[src/rtl/alu_cmd_pkg.sv]
// alu_cmd_pkg
// Shared definitions for the alu_cmd_driver slice: default widths, the
// decoded opcode values (low 3 bits of the 32-bit opcode) and the FSM
// state type used by the top level.
package alu_cmd_pkg;

  localparam int unsigned DEF_DATA_W   = 32;
  localparam int unsigned DEF_NUM_REGS = 8;
  localparam int unsigned DEF_ID_W     = 32;
  localparam int unsigned OPCODE_W     = 32;
  localparam int unsigned OP_DEC_W     = 3;

  localparam logic [OP_DEC_W-1:0] OP_NOP   = 3'd0;
  localparam logic [OP_DEC_W-1:0] OP_WRITE = 3'd1;
  localparam logic [OP_DEC_W-1:0] OP_ADD   = 3'd2;
  localparam logic [OP_DEC_W-1:0] OP_READ  = 3'd3;
  localparam logic [OP_DEC_W-1:0] OP_SUM   = 3'd4;

  typedef enum logic {
    S_IDLE,
    S_ACC
  } state_t;

endpackage

[src/rtl/alu_cmd_regfile.sv]
// alu_cmd_regfile
// NUM_REGS x DATA_W operand store with two combinational read ports and
// one synchronous write port; asynchronous active-low clear.
//   clock, reset        : rising-edge clock, async active-low clear
//   we, waddr, wdata    : write port, takes effect at the rising edge
//   raddr_a / rdata_a   : combinational read port A
//   raddr_b / rdata_b   : combinational read port B
module alu_cmd_regfile #(
  parameter int unsigned DATA_W   = 32,
  parameter int unsigned NUM_REGS = 8,
  parameter int unsigned IDX_W    = $clog2(NUM_REGS)
) (
  input  logic              clock,
  input  logic              reset,
  input  logic              we,
  input  logic [IDX_W-1:0]  waddr,
  input  logic [DATA_W-1:0] wdata,
  input  logic [IDX_W-1:0]  raddr_a,
  input  logic [IDX_W-1:0]  raddr_b,
  output logic [DATA_W-1:0] rdata_a,
  output logic [DATA_W-1:0] rdata_b
);

  logic [DATA_W-1:0] mem [NUM_REGS];

  always_ff @(posedge clock or negedge reset) begin
    if (!reset) begin
      for (int unsigned i = 0; i < NUM_REGS; i++) begin
        mem[i] <= '0;
      end
    end else if (we) begin
      mem[waddr] <= wdata;
    end
  end

  assign rdata_a = mem[raddr_a];
  assign rdata_b = mem[raddr_b];

endmodule

[src/rtl/alu_cmd_driver.sv]
// alu_cmd_driver
// Command-driven ALU engine. One command per valid/ready handshake, operands
// held in an internal register file. WRITE/READ/ADD/NOP and illegal opcodes
// respond in one cycle; SUM walks in[] registers from srcA (wrapping), one
// element per cycle, then writes reg[id] and responds.
//   clock, reset                 : rising-edge clock, async active-low reset
//   cmd_valid / cmd_ready        : command handshake
//   opcode, id, addr, in         : command fields (addr = {srcB, srcA})
//   rsp_valid                    : one-cycle response pulse
//   rsp_id, out, ovf, err        : response fields, held between responses
module alu_cmd_driver
  import alu_cmd_pkg::*;
#(
  parameter int unsigned DATA_W   = DEF_DATA_W,
  parameter int unsigned NUM_REGS = DEF_NUM_REGS,
  parameter int unsigned ID_W     = DEF_ID_W,
  parameter int unsigned IDX_W    = $clog2(NUM_REGS)
) (
  input  logic                 clock,
  input  logic                 reset,
  input  logic                 cmd_valid,
  output logic                 cmd_ready,
  input  logic [OPCODE_W-1:0]  opcode,
  input  logic [ID_W-1:0]      id,
  input  logic [2*IDX_W-1:0]   addr,
  input  logic [DATA_W-1:0]    in,
  output logic                 rsp_valid,
  output logic [ID_W-1:0]      rsp_id,
  output logic [DATA_W-1:0]    out,
  output logic                 ovf,
  output logic                 err
);

  state_t              state_q, state_d;
  logic                ready_q;
  logic [DATA_W-1:0]   acc_q, acc_d;
  logic [DATA_W-1:0]   cnt_q, cnt_d;
  logic [IDX_W-1:0]    ptr_q, ptr_d;
  logic [IDX_W-1:0]    dst_q, dst_d;
  logic [ID_W-1:0]     tag_q, tag_d;
  logic                cy_q, cy_d;

  logic                rsp_valid_q, rsp_valid_d;
  logic [ID_W-1:0]     rsp_id_q, rsp_id_d;
  logic [DATA_W-1:0]   out_q, out_d;
  logic                ovf_q, ovf_d;
  logic                err_q, err_d;

  logic                we;
  logic [IDX_W-1:0]    waddr;
  logic [DATA_W-1:0]   wdata;
  logic [IDX_W-1:0]    raddr_a;
  logic [DATA_W-1:0]   rdata_a, rdata_b;

  logic                respond;
  logic [ID_W-1:0]     res_id;
  logic [DATA_W-1:0]   res_out;
  logic                res_ovf;
  logic                res_err;

  logic                accept;
  logic [OP_DEC_W-1:0] op_dec;
  logic                op_bad;
  logic [IDX_W-1:0]    id_idx, src_a, src_b;
  logic [DATA_W:0]     add_ab;
  logic [DATA_W:0]     acc_sum;

  assign accept  = cmd_valid && ready_q;
  assign op_dec  = opcode[OP_DEC_W-1:0];
  // Nonzero upper opcode bits are not a defined command, so they are
  // reported the same way as opcodes 5-7.
  assign op_bad  = (|opcode[OPCODE_W-1:OP_DEC_W]) || (op_dec > OP_SUM);
  assign id_idx  = id[IDX_W-1:0];
  assign src_a   = addr[IDX_W-1:0];
  assign src_b   = addr[2*IDX_W-1:IDX_W];

  // Port A is shared: the walking pointer owns it while accumulating.
  assign raddr_a = (state_q == S_ACC) ? ptr_q : src_a;

  assign add_ab  = {1'b0, rdata_a} + {1'b0, rdata_b};
  assign acc_sum = {1'b0, acc_q} + {1'b0, rdata_a};

  alu_cmd_regfile #(
    .DATA_W   (DATA_W),
    .NUM_REGS (NUM_REGS),
    .IDX_W    (IDX_W)
  ) u_regfile (
    .clock   (clock),
    .reset   (reset),
    .we      (we),
    .waddr   (waddr),
    .wdata   (wdata),
    .raddr_a (raddr_a),
    .raddr_b (src_b),
    .rdata_a (rdata_a),
    .rdata_b (rdata_b)
  );

  always_comb begin
    state_d = state_q;
    acc_d   = acc_q;
    cnt_d   = cnt_q;
    ptr_d   = ptr_q;
    dst_d   = dst_q;
    tag_d   = tag_q;
    cy_d    = cy_q;

    we      = 1'b0;
    waddr   = id_idx;
    wdata   = '0;

    respond = 1'b0;
    res_id  = id;
    res_out = '0;
    res_ovf = 1'b0;
    res_err = 1'b0;

    case (state_q)
      S_IDLE: begin
        if (accept) begin
          if (op_bad) begin
            respond = 1'b1;
            res_err = 1'b1;
          end else begin
            case (op_dec)
              OP_WRITE: begin
                we      = 1'b1;
                wdata   = in;
                respond = 1'b1;
                res_out = in;
              end
              OP_ADD: begin
                we      = 1'b1;
                wdata   = add_ab[DATA_W-1:0];
                respond = 1'b1;
                res_out = add_ab[DATA_W-1:0];
                res_ovf = add_ab[DATA_W];
              end
              OP_READ: begin
                respond = 1'b1;
                res_out = rdata_a;
              end
              OP_SUM: begin
                if (in == '0) begin
                  we      = 1'b1;
                  wdata   = '0;
                  respond = 1'b1;
                end else begin
                  state_d = S_ACC;
                  acc_d   = '0;
                  cy_d    = 1'b0;
                  cnt_d   = in;
                  ptr_d   = src_a;
                  dst_d   = id_idx;
                  tag_d   = id;
                end
              end
              default: begin
                respond = 1'b1;
              end
            endcase
          end
        end
      end
      S_ACC: begin
        acc_d = acc_sum[DATA_W-1:0];
        cy_d  = cy_q | acc_sum[DATA_W];
        ptr_d = ptr_q + 1'b1;
        cnt_d = cnt_q - 1'b1;
        // Last element: commit the running sum in the same cycle it is formed.
        if (cnt_q == DATA_W'(1)) begin
          we      = 1'b1;
          waddr   = dst_q;
          wdata   = acc_sum[DATA_W-1:0];
          state_d = S_IDLE;
          respond = 1'b1;
          res_id  = tag_q;
          res_out = acc_sum[DATA_W-1:0];
          res_ovf = cy_q | acc_sum[DATA_W];
        end
      end
    endcase

    rsp_valid_d = respond;
    rsp_id_d    = respond ? res_id  : rsp_id_q;
    out_d       = respond ? res_out : out_q;
    ovf_d       = respond ? res_ovf : ovf_q;
    err_d       = respond ? res_err : err_q;
  end

  always_ff @(posedge clock or negedge reset) begin
    if (!reset) begin
      state_q     <= S_IDLE;
      ready_q     <= 1'b0;
      acc_q       <= '0;
      cnt_q       <= '0;
      ptr_q       <= '0;
      dst_q       <= '0;
      tag_q       <= '0;
      cy_q        <= 1'b0;
      rsp_valid_q <= 1'b0;
      rsp_id_q    <= '0;
      out_q       <= '0;
      ovf_q       <= 1'b0;
      err_q       <= 1'b0;
    end else begin
      state_q     <= state_d;
      ready_q     <= (state_d == S_IDLE);
      acc_q       <= acc_d;
      cnt_q       <= cnt_d;
      ptr_q       <= ptr_d;
      dst_q       <= dst_d;
      tag_q       <= tag_d;
      cy_q        <= cy_d;
      rsp_valid_q <= rsp_valid_d;
      rsp_id_q    <= rsp_id_d;
      out_q       <= out_d;
      ovf_q       <= ovf_d;
      err_q       <= err_d;
    end
  end

  assign cmd_ready = ready_q;
  assign rsp_valid = rsp_valid_q;
  assign rsp_id    = rsp_id_q;
  assign out       = out_q;
  assign ovf       = ovf_q;
  assign err       = err_q;

endmodule

[config.mk]
export PLATFORM = sky130hd
export DESIGN_NAME = alu_cmd_driver
export DESIGN_NICKNAME = d
export VERILOG_FILES = /design/src/rtl/alu_cmd_pkg.sv /design/src/rtl/alu_cmd_regfile.sv /design/src/rtl/alu_cmd_driver.sv
export SDC_FILE = /design/constraint.sdc
export NUM_CORES = 1
export LEC_CHECK = 0
export ABC_CLOCK_PERIOD_IN_PS = 15000
export CELL_PAD_IN_SITES_DETAIL_PLACEMENT = 2
export CELL_PAD_IN_SITES_GLOBAL_PLACEMENT = 2
export CORE_ASPECT_RATIO = 1.75
export CORE_UTILIZATION = 40
export DETAILED_ROUTE_END_ITERATION = 8
export HOLD_SLACK_MARGIN = 0.02
export PLACE_DENSITY_LB_ADDON = 0.1
export SYNTH_ARGS = -nofsm -noshare
export SYNTH_HDL_FRONTEND = slang
export SYNTH_SLANG_ARGS = --single-unit
[constraint.sdc]
create_clock -name clock -period 15 [get_ports clock]
set_input_delay 3 -clock clock [delete_from_list [all_inputs] [get_ports clock]]
set_output_delay 3 -clock clock [all_outputs]
set_load 0.1 [all_outputs]
; Word-level counts from Yosys, hierarchy flattened
; Index checks and enable logic that the tools add are counted.
[word_totals]
out_inout_bits = 68
wordCells = 122
ff_bits = 428
[op_classes]
n_eq_ne = 9
n_mux = 67
magnitude_cmp = 5
n_reduce_logical = 8
addsub = 4
n_bitwise = 8
[op_table]
columns = operator, count
row1 = $mux W32, 20
row2 = $pmux W32 S2, 5
row3 = $bwmux W256, 1
row4 = $bmux W32 S3, 2
row5 = $demux W32 S3, 1
row6 = $pmux W32 S3, 1
row7 = $add A32 B32 Y33, 2
row8 = $eq A32 B1 Y1 const B, 1
row9 = $logic_not A32 Y1, 1
row10 = $sub A32 B1 Y32 const B, 1
row11 = $reduce_or A29 Y1, 1
row12 = $mux W1, 23
row13 = $mux W3, 7
row14 = $ge A4 B4 Y1 const B, 3
row15 = $not A3 Y4, 3
row16 = $pmux W1 S2, 6
row17 = $eq A3 B2 Y1 const B, 2
row18 = $ne A2 B2 Y1 const B, 3
row19 = $pmux W3 S2, 1
row20 = $reduce_and A5 Y1, 1
row21 = $lt A4 B1 Y1 const B, 1
row22 = $not A1 Y1, 4
row23 = $reduce_and A4 Y1, 1
row24 = $add A3 B1 Y3 const B, 1
row25 = other kinds (8), 9

; Logic depth before layout (Yosys ltp)
; Gate-level depths: netlist of the first run.
[logic_depth]
ltp_word = 11
depth_mapped = 17
ltp_nobuf = 14

; Hierarchy
; From an unflattened synthesis of the first run, not the netlist that was laid out.
[unflattened]
hier_cells = 2134
hier_area_um2 = 25456.9
[by_module_without_submodules]
columns = mod, area_per_inst_um2, seq_area_each_um2, cells_each, n_inst
row1 = alu_cmd_regfile, 13723.2, 6406.1, 779, 1
row2 = alu_cmd_driver, 11733.8, 4229.1, 1355, 1

; Least setup slack after synthesis of the first run
; No wires, ideal clock.
[synth_path]
kind = input to register
startpoint = input addr[0]
endpoint = register u_regfile.mem[89] (netlist bit)
arrival_time_ps = 7187
stages = 15
required_time_ps = 14847
path_slack_ps = 7659
path_cell_list = mux2i_2 > buf_2 > buf_2 > mux4_2 > mux2_2 > ha_1 > clkbuf_1 > nand4_1 > nor4_1 > o211ai_1 > nand2_1 > o31ai_1 > xnor2_1 > a222oi_1 > a21oi_1
[synth_via]
elab_chain_len = 11
word_cells_on_any_way = 13
cone_classes = 2 x add/sub / 10 x mux / 1 x bitwise
[synth_lines]
columns = item, line
row1 = "start, declared", alu_cmd_driver.sv:25  ; input logic [2*IDX_W-1:0] addr,
row2 = $mux W3 *, alu_cmd_driver.sv:78  ; assign raddr_a = (state_q == S_ACC) ? ptr_q : src_a;
row3 = $not A3 Y4 (implied by the code) *, alu_cmd_regfile.sv:36  ; assign rdata_a = mem[raddr_a];
row4 = $bmux W32 S3 *, alu_cmd_regfile.sv:36
row5 = $mux W32 (implied by the code) * (2 in a row), alu_cmd_regfile.sv:36
row6 = $add A32 B32 Y33, alu_cmd_driver.sv:80  ; assign add_ab = {1'b0, rdata_a} + {1'b0, rdata_b};
row7 = $pmux W32 S2, alu_cmd_driver.sv:125  ; case (op_dec)
row8 = $mux W32, alu_cmd_driver.sv:121  ; if (op_bad) begin
row9 = $mux W32, alu_cmd_driver.sv:120  ; if (accept) begin
row10 = $pmux W32 S2 *, alu_cmd_driver.sv:118  ; case (state_q)
row11 = $bwmux W256 *, alu_cmd_regfile.sv:32  ; mem[waddr] <= wdata;
row12 = "end signal, assigned by index", alu_cmd_regfile.sv:32
row13 = "end, declared", alu_cmd_regfile.sv:24  ; logic [DATA_W-1:0] mem [NUM_REGS];
; Mark *: on every way between the ends. The rest lies on a longest branch, timed or not. The select of a mux whose other input is x is not followed.
; A chain may end at the register's enable or synchronous reset.

; Worst setup path after layout of the first run
[layout_path]
startpoint = input addr[0]
endpoint = register u_regfile.mem[189] (netlist bit)
; Same word-level chain as after synthesis.

==> results of run 1 <==
## power by group through the flow
stage | registers (mW) | logic [mW] | clock network, mW
6_report | 1.17 | 0.269 | 1.17
5_1_grt | 1.17 | 0.283 | 1.22
4_1_cts | 1.17 | 0.271 | 1.19
3_5_place_dp | 1.19 | 0.269 | 0
3_3_place_gp | 1.19 | 0.264 | 0
2_1_floorplan | 1.25 | 0.0905 | 0
## worst max-delay path, delay by kind of cell
kind,cells,cell delay [ns]
multiplexers,3,1.03
AND/OR/NAND/NOR,3,1.78
AO/OA/AOI/OAI,5,1.38
adder cells (fa/ha/maj),1,0.34
buffers and inverters,4,1.89
## cells in the final DEF (no fill, tap or decap), drive strengths merged, types with 20 or more instances in the layout
cell and n:
nand2 350, nand3 34, ha 67, o22ai 21
mux4 124, inv 23, o21ai 176, a22oi 22
clkbuf 69, nand4 36, nor2 264, mux2i 30
a21oi 201, a31oi 77, xnor2 35, dfrtp 425
clkdlybuf4s50 168, buf 45, nor4 28, a21o 27
o211ai 20, nor3 39, xor2 41, mux2 153
## path summary, 6_finish.rpt
path	startpoint	end	slack (ns)
setup / recovery	addr[0]	u_regfile.mem[189]$_DFFE_PN0P_	5.95
hold / removal	out[6]$_DFFE_PN0P_	out[6]$_DFFE_PN0P_	0.49
setup reg to reg	state_q$_DFF_PN0_	u_regfile.mem[189]$_DFFE_PN0P_	8.23
hold reg to reg	out[6]$_DFFE_PN0P_	out[6]$_DFFE_PN0P_	0.49
max in group asynchronous	reset	u_regfile.mem[25]$_DFFE_PN0P_	10.43
min in group asynchronous	reset	tag_q[10]$_DFFE_PN0P_	2.34
## sequential cells by signal, summed over array words and instances (netlist names), 2 cells and up
name / cells
rsp_id: 32
u_regfile.mem: 256
dst_q: 2
ptr_q: 3
cnt_q: 32
tag_q: 30
out: 32
acc_q: 32
## per-layer routing
| layer | vias up | track usage [%] |
|---|---|---|
| li1 | 9854 | - |
| met1 | 12300 | 38.0 |
| met2 | 713 | 61.0 |
| met3 | 276 | 4.58 |
| met4 | 0 | 17.4 |
| met5 | - | 0 |
## layout make-up
class,count,area (um^2)
Tap cell,812,1020
Timing Repair Buffer,214,2040
Clock buffer,68,1360
Clock inverter,11,126
Multi-Input combinational cell,1993,14700
Fill cell,6772,34400
Sequential cell,425,10600
Inverter,21,78.8
## cells by family after synthesis
logic type,after synthesis,share of synthesized area (%)
flops,425,40.7
compound gates,685,16.5
xor+xnor,76,2.55
buf+inv,198,3.39
simple gates,856,14.9
mux,307,18.5
fa+ha+maj,69,3.36
==> flow_metrics.env, run 1 <==
export IMPL_status="complete, no violations"
export IMPL_yosys_area_top_type_share_pct=40.7
export IMPL_final_area_um2=30000
export IMPL_synth_edf_count=0
export IMPL_hold_viol=0
export IMPL_cts_root_buf="clkbuf_16"
export IMPL_skew_ns=0.0153
export IMPL_p_int_mw=1.90
export IMPL_finalMaxSlewViolations=0
export IMPL_cp_start_kind="input port"
export IMPL_htreeDepth=2
export IMPL_dr_wl_met2_mm=57.9
export IMPL_grt_setup_unrepaired="no"
export IMPL_grt_pass1_vias=26200
export IMPL_syn_cell_area_um2=26100
export IMPL_final_setup_worst_slack_ns=5.95
export IMPL_wl_per_cell_um=31.1
export IMPL_ys_warn_count=0
export IMPL_setup_viol=0
export IMPL_final_core_util_pct=46.6
export IMPL_nNetsFinal=2875
export IMPL_cts_tree="done"
export IMPL_wl_mm=110
export IMPL_n_antenna_cell=0
export IMPL_worstHoldPathCells=1
export IMPL_ios=173
export IMPL_dp_slack_ns=5.47
export IMPL_syn_num_nets=2790
export IMPL_grt_pass1_wl_mm=167
export IMPL_track_usage_pct=33.6
export IMPL_setup_tns_ns=0
export IMPL_io_buffer_count=172
export IMPL_power_mw=2.61
export IMPL_min_path_type="reg2reg"
export IMPL_dr_pass1_iters=5
export IMPL_critical_path_class="in2reg"
export IMPL_synth_ff_type="dfrtp_1"
export IMPL_ir_worst_vdd_uv=84.0
export IMPL_max_cap_violations=0
export IMPL_clk_pin_slew_ns=0.07
export IMPL_timing_critical_path_cells="clkdlybuf4s50_1 > mux2i_4 > buf_4 > buf_4 > mux4_2 > mux2i_1 > inv_1 > ha_1 > a211oi_1 > o21ai_1 > a21oi_1 > nor4_1 > nor2_1 > a41o_1 > nor4_2 > o21ai_1"
export IMPL_synth_area_leaders="dfrtp_1, mux4_2, mux2_2"
export IMPL_antenna_found_initial=1
export IMPL_dp_cells=3464
export IMPL_routabilityCongestion=0.975
export IMPL_fmax_ghz=0.111
export IMPL_syn_instance_count=2616
export IMPL_drc=0
export IMPL_max_slew_margin_rel_pct=10.3
export IMPL_vias=23100
export IMPL_crit_arrival_ns=9.50
export IMPL_slowest_stage="nor4_2"
export IMPL_ant_nets=0
export IMPL_fin_crit_ns=9.05
export IMPL_yosysUniqueCellTypes=97
export IMPL_chipHeight_um=340
export IMPL_p_leak_nw=12.7
export IMPL_start_util_pct=40.6
export IMPL_yosysMostFrequentCell="dfrtp_1"
export IMPL_post_synth_top_area_cell="dfrtp_1"
export IMPL_placedInstanceArea_um2=28500
export IMPL_rows=123
export IMPL_syn_to_final_growth_pct=14.8
export IMPL_p_seq_share_pct=44.8
export IMPL_async_flop_share_pct=100
export IMPL_crit_fanout=34
export IMPL_clk_latency_ns=0.61
export IMPL_cp_end_kind="register"
export IMPL_max_slew_worst_pin_slew_ns=1.34
export IMPL_wl_met3_mm=4.90
export IMPL_drive_gt1_share_pct=16.2
export IMPL_min_period_over_period_pct=60.3
export IMPL_cts_made_buffers=46
export IMPL_max_stage_delay_ns=0.83
export IMPL_grt_max_degree=170
export IMPL_core_region_area_um2=64300
export IMPL_p_clk_share_pct=44.9
export IMPL_drtIter0Drc=1195
export IMPL_cts_resized_gates=0
export IMPL_cts_num_sinks=425
export IMPL_synth_area_per_cell_um2=9.98
export IMPL_dpl_hpwl_mm=78.3
export IMPL_ys_ff_latch=425
export IMPL_ys_seq_area_share_pct=40.7
export IMPL_ctsLongestPathBuffers=3
export IMPL_combPwrFrac_pct=10.3
export IMPL_r2r_worst_path_cells=16
export IMPL_whs_ns=0.494
export IMPL_post_cts_hold_buffer_count=0
export IMPL_post_cts_repair_setup_buffers=0
export IMPL_synthTopCellsByCount="dfrtp_1, nand2_1, nor2_1"
export IMPL_required_ns=15.46
export IMPL_met1Wirelength_mm=41.5
export IMPL_overflow=0
export IMPL_maxUsedRoutingLayer="met4"
export IMPL_power_density_nw_per_um2=87.2
export IMPL_swShare_pct=27.1
export IMPL_die_area_um2=66300
export IMPL_fp_dieW_um=195
export IMPL_vias_per_cell=6.53
export IMPL_instances_no_fill=3544
export IMPL_switchingPower_uw=708
(Power assumes the default switching activity.)
==> run 2: changes to the inputs <==
Settings changed: ABC_CLOCK_PERIOD_IN_PS 15000 to 9400, CORE_UTILIZATION 40 to 39.
Clock period 15 ns to 9.4 ns, I/O delays scaled along.
==> run 2 against run 1 <==
  * Cell count rose by 2.4%
  * Combinational power rose by 61%
  * Hold slack improved by 0.0070 ns
  * Utilization fell by 1.1 points
  * Critical endpoint is now u_regfile.mem[89]$_DFFE_PN0P_
==> flow_metrics.env, run 2 (synthesized netlist as in run 1, its figures left out) <==
export IMPL_dpl_hpwl_mm=80.3
export IMPL_antenna_found_initial=0
export IMPL_wl_per_cell_um=30.6
export IMPL_post_cts_hold_buffer_count=0
export IMPL_dr_pass1_iters=5
export IMPL_r2r_worst_path_cells=15
export IMPL_nNetsFinal=2879
export IMPL_track_usage_pct=33.1
export IMPL_rows=125
export IMPL_setup_tns_ns=0
export IMPL_chipHeight_um=344
export IMPL_max_slew_worst_pin_slew_ns=1.47
export IMPL_finalMaxSlewViolations=0
export IMPL_timing_critical_path_cells="clkdlybuf4s50_1 > mux2i_4 > buf_4 > buf_4 > mux4_2 > mux2_2 > ha_1 > nand4_1 > nor4_1 > o211ai_1 > nand2_1 > o31ai_1 > xnor2_1 > a222oi_1 > a21oi_1"
export IMPL_p_clk_share_pct=45.2
export IMPL_critical_path_class="in2reg"
export IMPL_instances_no_fill=3628
export IMPL_whs_endpoint="out[5]$_DFFE_PN0P_"
export IMPL_start_util_pct=39.4
export IMPL_cp_end_kind="register"
export IMPL_vias_per_cell=6.37
export IMPL_clk_pin_slew_ns=0.06
export IMPL_max_slew_margin_rel_pct=2.08
export IMPL_crit_family="compound AO/OA/AOI/OAI gates"
export IMPL_fillers=7049
export IMPL_p_seq_share_pct=44.5
export IMPL_switchingPower_mw=1.14
export IMPL_worstHoldStart="out[5]$_DFFE_PN0P_"
export IMPL_reg2reg_from="state_q$_DFF_PN0_"
export IMPL_n_antenna_cell=0
export IMPL_final_common_cell="dfrtp_1"
export IMPL_overflow=0
export IMPL_layout_common_cells="dfrtp_1, nand2_1, nor2_1"
export IMPL_ir_worst_vdd_uv=160
export IMPL_critPathBufInv=3
export IMPL_wl_mm=111
export IMPL_dp_cells=3546
export IMPL_p_int_mw=3.06
export IMPL_cts_num_sinks=425
export IMPL_slowest_stage="a222oi_1"
export IMPL_die_area_um2=68000
export IMPL_setup_viol=0
export IMPL_grt_pass1_vias=25800
export IMPL_regMostFlops="u_regfile.mem"
export IMPL_fp_dieW_um=198
export IMPL_max_cap_violations=0
export IMPL_vias=23100
export IMPL_grt_setup_unrepaired="no"
export IMPL_syn_to_final_growth_pct=15.4
export IMPL_drc=0
export IMPL_reg2reg_slack_ns=2.94
export IMPL_cts_resized_gates=0
export IMPL_cts_root_buf="clkbuf_16"
export IMPL_cp_start_kind="input port"
export IMPL_swShare_pct=27.1
export IMPL_status="complete, no violations"
export IMPL_grt_pass1_wl_mm=166
export IMPL_core_region_area_um2=66300
export IMPL_required_ns=9.84
export IMPL_ant_nets=0
export IMPL_grt_max_degree=169
export IMPL_combPwrFrac_pct=10.3
export IMPL_worstHoldPathCells=1
export IMPL_cts_made_buffers=45
export IMPL_crit_fanout=40
export IMPL_crit_arrival_ns=7.65
export IMPL_fmax_ghz=0.139
export IMPL_cts_tree="done"
export IMPL_clk_latency_ns=0.62
export IMPL_fin_crit_ns=7.21
export IMPL_io_buffer_count=172
export IMPL_post_cts_repair_setup_buffers=0
export IMPL_max_stage_delay_ns=1.18
export IMPL_ios=173
export IMPL_largest_reg_flops=256
export IMPL_ctsLongestPathBuffers=3
export IMPL_p_leak_nw=12.8
export IMPL_htreeDepth=2
export IMPL_reg2reg_to="u_regfile.mem[89]$_DFFE_PN0P_"
export IMPL_power_density_nw_per_um2=139
export IMPL_drtIter0Drc=1341
export IMPL_hold_viol=0
export IMPL_min_period_over_period_pct=76.7
export IMPL_cp_common_cell="buf_4"
export IMPL_skew_ns=0.0213
export IMPL_min_path_type="reg2reg"
export IMPL_drive_gt1_share_pct=16.4
export IMPL_routabilityCongestion=0.954
[run 2: cell types whose count changed in the layout (fill, tap and decap cells not counted), moves of 2 or more]
cell,change
buf_12,+2
bufinv_16,+2
clkinv_2,+4
clkbuf_8,-2
o22ai_4,-2
clkbuf_1,-2
o22ai_2,+2
buf_4,+3
[run 2: through the flow]
step | hold slack [ns] | setup WS, ns | area (um^2) | util (%) | total power [mW]
finish | 0.501 | 2.19 | 30100 | 45.4 | 4.20
global route | 0.521 | 1.90 | 30100 | 45.4 | 4.31
CTS | 0.498 | 2.26 | 30100 | 45.4 | 4.24
detailed placement | 0.480 | 1.67 | 28600 | 43.1 | 2.34
global placement | 0.478 | 1.83 | 28600 | 43.1 | 2.32
floorplan | 0.453 | 3.18 | 26100 | - | 2.14
[run 2: power by group through the flow]
stage                     registers, mW  clock network (mW)  logic, mW
after floorplan                    1.99                   0      0.144
after global placement             1.90                   0      0.426
after detailed placement           1.90                   0      0.436
after CTS                          1.87                1.94      0.438
after global routing               1.87                1.99      0.458
final                              1.87                1.90      0.434
[run 2: worst max-delay path by stage]
stage            start  cells past startpoint                        endpoint  slack, ns
2_1_floorplan  addr[0]                     15   u_regfile.mem[89]$_DFFE_PN0P_       3.18
3_3_place_gp   addr[0]                     15   u_regfile.mem[81]$_DFFE_PN0P_       1.83
3_5_place_dp   addr[0]                     15   u_regfile.mem[49]$_DFFE_PN0P_       1.67
4_1_cts        addr[0]                     15  u_regfile.mem[145]$_DFFE_PN0P_       2.26
5_1_grt        addr[1]                     15  u_regfile.mem[185]$_DFFE_PN0P_       1.90
6_report       addr[1]                     15   u_regfile.mem[89]$_DFFE_PN0P_       2.19
[run 2: area by class of cell]
cell class	instances	area, um^2	share of cell area, %
Clock buffer	63	1290	4.30
Clock inverter	18	225	0.747
Inverter	21	78.8	0.262
Multi-Input combinational cell	1993	14700	48.7
Sequential cell	425	10600	35.3
Tap cell	889	1110	3.69
Timing Repair Buffer	219	2100	6.98
[run 2: worst register-to-register path, delay by kind of cell, from the launching register on]
kind,cells,cell delay (ns)
buf+inv,3,1.54
compound gates,4,1.68
simple gates,3,0.93
mux,3,1.06
fa+ha+maj,1,0.56
xor+xnor,1,0.15
flops,1,0.36
[run 2: routing by layer]
metal,vias to the layer above,wire (um),track usage (%)
li1,9868,-,-
met1,12200,41800,37.3
met2,713,57900,60.0
met3,280,4450,3.65
met4,0,6860,19.3
met5,-,0,0
